File: src/rtl/instruction_encoder_pkg.sv
// Shared constants and types for the instruction encoder.
// Opcodes, immediate-format select and immediate range limits.
package instruction_encoder_pkg;

    localparam int INSTR_WIDTH = 32;
    localparam int IMM_MIN     = -2048;
    localparam int IMM_MAX     = 2047;

    localparam logic [6:0] OPC_LOAD   = 7'b0000011;
    localparam logic [6:0] OPC_OP_IMM = 7'b0010011;
    localparam logic [6:0] OPC_STORE  = 7'b0100011;

    typedef enum logic {
        IMM_I = 1'b0,
        IMM_S = 1'b1
    } imm_sel_e;

endpackage

File: src/rtl/instruction_encoder_imm_packer.sv
// Combinational field packing plus signed 12-bit immediate range check.
// Ports: imm_sel/opcode/funct3/rd/rs1/rs2/imm_value in; word, imm_legal out.
module imm_packer
    import instruction_encoder_pkg::*;
(
    input  logic                   imm_sel,
    input  logic [6:0]             opcode,
    input  logic [2:0]             funct3,
    input  logic [4:0]             rd,
    input  logic [4:0]             rs1,
    input  logic [4:0]             rs2,
    input  logic [31:0]            imm_value,
    output logic [INSTR_WIDTH-1:0] word,
    output logic                   imm_legal
);

    logic [11:0] imm12;

    assign imm12 = imm_value[11:0];

    // Fits in 12 bits signed iff bits 31..11 are all copies of the sign.
    assign imm_legal = (&imm_value[31:11]) | ~(|imm_value[31:11]);

    always_comb begin
        word = '0;
        if (imm_sel == IMM_S) begin
            word = {imm12[11:5], rs2, rs1, funct3, imm12[4:0], opcode};
        end else begin
            word = {imm12, rs1, funct3, rd, opcode};
        end
    end

endmodule

File: src/rtl/instruction_encoder.sv
// Instruction encoder: single output register with valid/ready handshake,
// emit-address counter, sticky range error and saturating drop counter.
// Ports: clk, reset (sync, active-high); In_Valid/In_Ready request side;
// Imm_Sel, Opcode, Funct3, Rd, Rs1, Rs2, Imm_Value fields; Load_Base,
// Base_Addr; Out_Valid/Out_Ready, Instruction_Code, Instr_Addr;
// Range_Error, Drop_Count status.
module instruction_encoder
    import instruction_encoder_pkg::*;
(
    input  logic                   clk,
    input  logic                   reset,
    input  logic                   In_Valid,
    output logic                   In_Ready,
    input  logic                   Imm_Sel,
    input  logic [6:0]             Opcode,
    input  logic [2:0]             Funct3,
    input  logic [4:0]             Rd,
    input  logic [4:0]             Rs1,
    input  logic [4:0]             Rs2,
    input  logic [31:0]            Imm_Value,
    input  logic                   Load_Base,
    input  logic [31:0]            Base_Addr,
    output logic                   Out_Valid,
    input  logic                   Out_Ready,
    output logic [INSTR_WIDTH-1:0] Instruction_Code,
    output logic [31:0]            Instr_Addr,
    output logic                   Range_Error,
    output logic [7:0]             Drop_Count
);

    logic [INSTR_WIDTH-1:0] packed_word;
    logic                   imm_legal;
    logic [31:0]            next_addr;
    logic [31:0]            emit_addr;
    logic                   accept;
    logic                   out_fire;
    logic                   unused_base_lsbs;

    imm_packer u_imm_packer (
        .imm_sel   (Imm_Sel),
        .opcode    (Opcode),
        .funct3    (Funct3),
        .rd        (Rd),
        .rs1       (Rs1),
        .rs2       (Rs2),
        .imm_value (Imm_Value),
        .word      (packed_word),
        .imm_legal (imm_legal)
    );

    assign unused_base_lsbs = ^Base_Addr[1:0];

    assign In_Ready = !Out_Valid || Out_Ready;
    assign accept   = In_Valid && In_Ready;
    assign out_fire = Out_Valid && Out_Ready;

    // A base load in the same cycle as a legal word is used by that word.
    assign emit_addr = Load_Base ? {Base_Addr[31:2], 2'b00} : next_addr;

    always_ff @(posedge clk) begin
        if (reset) begin
            Out_Valid        <= 1'b0;
            Instruction_Code <= '0;
            Instr_Addr       <= '0;
            next_addr        <= '0;
            Range_Error      <= 1'b0;
            Drop_Count       <= '0;
        end else begin
            if (accept && imm_legal) begin
                // Replaces any word leaving this cycle: no bubble.
                Out_Valid        <= 1'b1;
                Instruction_Code <= packed_word;
                Instr_Addr       <= emit_addr;
                next_addr        <= emit_addr + 32'd4;
            end else begin
                if (out_fire) begin
                    Out_Valid <= 1'b0;
                end
                if (Load_Base) begin
                    next_addr <= emit_addr;
                end
            end
            if (accept && !imm_legal) begin
                Range_Error <= 1'b1;
                if (Drop_Count != 8'hFF) begin
                    Drop_Count <= Drop_Count + 8'd1;
                end
            end
        end
    end

endmodule

File: config.mk
export PLATFORM = sky130hd
export DESIGN_NAME = instruction_encoder
export DESIGN_NICKNAME = d
export VERILOG_FILES = /design/src/rtl/instruction_encoder_pkg.sv /design/src/rtl/instruction_encoder_imm_packer.sv /design/src/rtl/instruction_encoder.sv
export SDC_FILE = /design/constraint.sdc
export NUM_CORES = 1
export LEC_CHECK = 0
export BUFFER_PORTS_ARGS = -buffer_cell sky130_fd_sc_hd__buf_4
export CAP_MARGIN = 30
export CORE_ASPECT_RATIO = 1.2
export CORE_MARGIN = 5
export CORE_UTILIZATION = 51
export CTS_CLUSTER_DIAMETER = 60
export CTS_CLUSTER_SIZE = 16
export DETAILED_ROUTE_END_ITERATION = 16
export PLACE_DENSITY_LB_ADDON = 0.08
export SKIP_LAST_GASP = 1
export SLEW_MARGIN = 5
export SYNTH_ARGS = -nofsm -noshare
export SYNTH_HDL_FRONTEND = slang
export SYNTH_HIERARCHICAL = 1
export SYNTH_SLANG_ARGS = --single-unit
File: constraint.sdc
create_clock -name clk -period 4 [get_ports clk]
set_input_delay 0.8 -clock clk [delete_from_list [all_inputs] [get_ports clk]]
set_output_delay 0.8 -clock clk [all_outputs]
set_load 0.02 [all_outputs]
* After elaboration in Yosys (flattened, before gate mapping) *
Cells that the tools add are included.
Widths: inputs -> output; s select.

storage, ports and cells
  bits in registers = 106
  output and inout port bits = 75
  logic and storage cells = 29

operators by class
  $add $sub $neg = 2
  eq/ne operators = 1
  multiplexer cells = 6
  bitwise operators = 2
  reduce and logical (&&, ||, !) cells = 12

operators by type and width
  cell                   count
  $mux 32                3
  $add 32x3->32 const B  1
  $mux 25                1
  $reduce_and 21->1      1
  $reduce_or 21->1       1
  $add 8x1->8 const B    1
  $ne 8x8->1 const B     1
  $logic_and 1x1->1      4
  $reduce_bool 2->1      2
  $logic_not 1->1        2
  $mux 1                 2
  $reduce_and 2->1       1
  $logic_or 1x1->1       1
  $not 1->1              1
  $or 1x1->1             1

* Longest topological paths before layout *
  depth after elaboration = 6
  depth in mapped cells = 14
  mapped depth without buffers = 9

* Hierarchy *
Netlist, hierarchy kept.

by module, submodules not included
  module               instances  cells each  area an instance (um^2)
  instruction_encoder  1          586         4961.0
  imm_packer           1          49          394.1

* Worst setup path after synthesis *
No wires, ideal clock.

  path type = input -> register
  from = in Load_Base
  to = reg next_addr[24]
  library setup time = 121 ps
  arrival = 2917 ps
  required time = 3879 ps
  path slack = 963 ps
  stages on the path = 13
  path through = buf_6 buf_12 buf_8 buf_4 buf_2 mux2i_1 inv_1 ha_1 and2_1 and4_1 buf_4 nand3_1 mux2_2

between the ends
  longest elaborated chain between the ends = 3
  elaborated cells between the ends (all ways) = 5

ends and longest elaborated chain
  what                    line                       source
  start, declared         instruction_encoder.sv:21  input logic Load_Base,
  $mux 32                 instruction_encoder.sv:58  assign emit_addr = Load_Base ? {Base_Addr[31:2], 2'b00} : next_addr;
  named net emit_addr[3]  instruction_encoder.sv:34  logic [31:0] emit_addr;
  $add 32x3->32           instruction_encoder.sv:74  next_addr <= emit_addr + 32'd4;
  $mux 32                 instruction_encoder.sv:69  if (accept && imm_legal) begin
  end signal, assigned    instruction_encoder.sv:74
  end signal, assigned    instruction_encoder.sv:80  next_addr <= emit_addr;
  end, declared           instruction_encoder.sv:33  logic [31:0] next_addr;

The timed path passes the listed nets, and every way through them passes these cells. The select of a mux whose other input is x is not followed.
A chain may end at the register's enable or synchronous reset.

* Worst setup path after layout *
  from = in Imm_Value[28]
  to = reg next_addr[23]

between the ends
  longest elaborated chain between the ends = 5
  elaborated cells between the ends (all ways) = 7

ends and longest elaborated chain
  what                                          line                                  source
  start, declared                               instruction_encoder.sv:20             input logic [31:0] Imm_Value,
  $reduce_or 21->1                              instruction_encoder_imm_packer.sv:22  assign imm_legal = (&imm_value[31:11]) | ~(|imm_value[31:11]);
  $not 1->1                                     instruction_encoder_imm_packer.sv:22
  $or 1x1->1 *                                  instruction_encoder_imm_packer.sv:22
  named net imm_legal                           instruction_encoder.sv:32             logic imm_legal;
  $logic_and 1x1->1 *                           instruction_encoder.sv:69
  $mux 32 or $reduce_bool 2->1 (tied branches)  --

Mark *: on every way through the listed nets, which the timed path passes. The rest lies on a longest branch.

==> results_dict.tcl <==
set metrics [dict create \
    synth.avg_cell_area_sq_um 8.43 \
    die_w_um 104 \
    gp_congestion 0.779 \
    start_util_pct 51.4 \
    tightest_slew_ps 778 \
    chipHeight_um 122 \
    syn_inst 635 \
    synth_nets 732 \
    first_pass_iters 5 \
    final_common_cell "buf_4" \
    tns_ps 0 \
    drc 0 \
    wl_per_cell_um 15.6 \
    diodes 0 \
    cts_tree "done" \
    ys_seq_area_share_pct 39.6 \
    syn_area_sq_um 5360 \
    drtIter0Drc 246 \
    grt_pass1_wl_um 22300 \
    crit_required_ps 4230 \
    slew_violations 0 \
    grt-ovfl-total 0 \
    drive_above_1_share_pct 29.5 \
    critPathMaxFanout 10 \
    nFillCells 923 \
    clk_path_buf_depth 2 \
    maxCapViolations 0 \
    viasPerCell 5.56 \
    powerDensity_nw_per_um2 325 \
    final_antenna_net_count 0 \
    status "finished, final reports clean" \
    fin_nets 858 \
    synthArstFlopShare_pct 0 \
    cts_hold_buf 0 \
    critPathCaptureType "register" \
    stdcell_count 894 \
    worst_ep_arrival_time_ps 3400 \
    rsz0062_at_grt "false" \
    grt_max_degree 78 \
    post-cts-setup-buffers 0 \
    clk-insertion-delay-late_ps 340 \
    clkSlewWorstSetupHoldPaths_ps 70 \
    clkSinkCount 106 \
    fmax_mhz 316 \
    finClkSkew_ps 7.06 \
    cp-start-kind "primary input" \
    hold_ws_ps 449 \
    hpwl_um 10400 \
    period_share_pct 79.2 \
    htree_levels 3 \
    io_buffers 167 \
    ios 170 \
    leakagePower_uw 0.00269 \
    via_count 4974 \
    row_count 41 \
    setup_viol 0 \
    grt_pass1_vias 4749 \
    placed_cells 879 \
    design_area_sq_um 6770 \
    root_buffer "clkbuf_16" \
    min_path_type "reg2reg" \
    period_needed_ps 3170 \
    dieArea_sq_um 12700 \
    final_cell_mix "buf_4 (174), nand2_1 (107), dfxtp_1 (106)" \
    cts_resized 0 \
    antenna_found_initial 0 \
    placed_area_sq_um 6480 \
    synth_warnings 6 \
    vdd_drop_max_uv 246 \
    core_sq_um 10400 \
    synth-seq-cells 106 \
    slew_headroom_pct 48.1 \
    cts_made_buffers 9 \
    critPathKind "in2reg" \
    final_hold_viol_count 0 \
    yosys_most_used_dff "dfxtp_1" \
    grt_usage_pct 21.1 \
    area_growth_syn_to_layout_pct 26.4 \
    synth_cell_types 60 \
    drt_wl_total_um 13900 \
    synth_edf_count 0 \
]
synthesized netlist by cell type (4+ instances only):
| master | instances | area share [%] |
|---|---|---|
| and3_1 | 6 | 0.70 |
| nand4_1 | 17 | 2.0 |
| a31oi_1 | 6 | 0.70 |
| nor3b_1 | 4 | 0.56 |
| o22ai_1 | 6 | 0.70 |
| mux2_2 | 17 | 3.6 |
| inv_1 | 7 | 0.49 |
| xnor2_1 | 14 | 2.3 |
| mux2i_1 | 25 | 4.7 |
| and4_1 | 5 | 0.82 |
| buf_2 | 5 | 0.47 |
| a211oi_1 | 27 | 3.8 |
| xor2_1 | 4 | 0.65 |
| o21ai_0 | 4 | 0.37 |
| dfxtp_1 | 106 | 40 |
| nand4b_1 | 5 | 0.82 |
| nand2b_1 | 7 | 0.82 |
| nor2_1 | 60 | 4.2 |
| nand2_1 | 107 | 7.5 |
| nor4_1 | 9 | 1.1 |
| nand3_1 | 20 | 1.9 |
| nor2b_1 | 5 | 0.58 |
| a21oi_1 | 45 | 4.2 |
| buf_4 | 25 | 3.5 |
| nand3b_1 | 9 | 1.3 |
| clkbuf_1 | 26 | 1.8 |
| nor3_1 | 18 | 1.7 |
state kept, by name (all words and copies together) (netlist names):
signal	count
next_addr	32
Instruction_Code	32
Instr_Addr	32
Drop_Count	8
Range_Error	1
Out_Valid	1
metal layers:
metal  up-vias  global-route usage, %  part of all wire (%)  wire length, um
met5         -                      0                     0                0
met2       166                   36.6                    51             7040
li1       2485                      -                     -                -
met4         0                   8.70                   2.1              288
met3        25                   5.31                   7.1              985
met1      2298                   24.8                    40             5620
where the power goes:
| group | leakage (uW) | switching [uW] | internal, uW |
|---|---|---|---|
| clock network | 0.000145 | 386 | 479 |
| logic | 0.00169 | 120 | 122 |
| registers | 0.000860 | 17.7 | 1080 |
| total | 0.00269 | 523 | 1680 |
worst max-delay path, cell delays in order:
cell and delay [ps]:
buf_4 110, nor4_1 260, and3_1 190, nand3_1 80, o21ai_2 170, nand2_1 230, a2111oi_4 590, nand4_4 310
a211oi_1 290, mux2_1 350
area by class of cell:
cell class	count	area [sq um]	area share, %
Tap cell	129	161	2.39
Multi-Input combinational cell	462	2850	42.1
Timing Repair Buffer	175	1330	19.6
Clock inverter	6	58.8	0.869
Inverter	7	26.3	0.388
Sequential cell	106	2120	31.4
Clock buffer	9	225	3.33
final timing paths:
check	startpoint	end	slack [ps]	depth (start not counted)
max reg2reg	next_addr[5]$_SDFFE_PP0P_	next_addr[23]$_SDFFE_PP0P_	1720	5
min reg2reg	Range_Error$_SDFFE_PP0P_	Range_Error$_SDFFE_PP0P_	450	2
min	Range_Error$_SDFFE_PP0P_	Range_Error$_SDFFE_PP0P_	450	2
max	Imm_Value[28]	next_addr[23]$_SDFFE_PP0P_	830	10
kinds of logic after synthesis:
family / Yosys count / share of synthesized area [%]
AND/OR/NAND/NOR: 285 / 26.5
multiplexers: 46 / 9.14
adder cells (fa/ha/maj): 2 / 0.467
XOR/XNOR: 18 / 2.94
buffers and inverters: 67 / 7.36
AO/OA/AOI/OAI: 111 / 13.9
flip-flops: 106 / 39.6
stage by stage:
step	power [uW]	util, %	setup WS, ps
2_1_floorplan	1260	-	963
3_3_place_gp	1350	62.2	618
3_5_place_dp	1360	62.2	502
4_1_cts	2220	65.0	846
5_1_grt	2290	65.0	672
6_report	2200	65.0	831
Power figures use the tool's default switching activity.
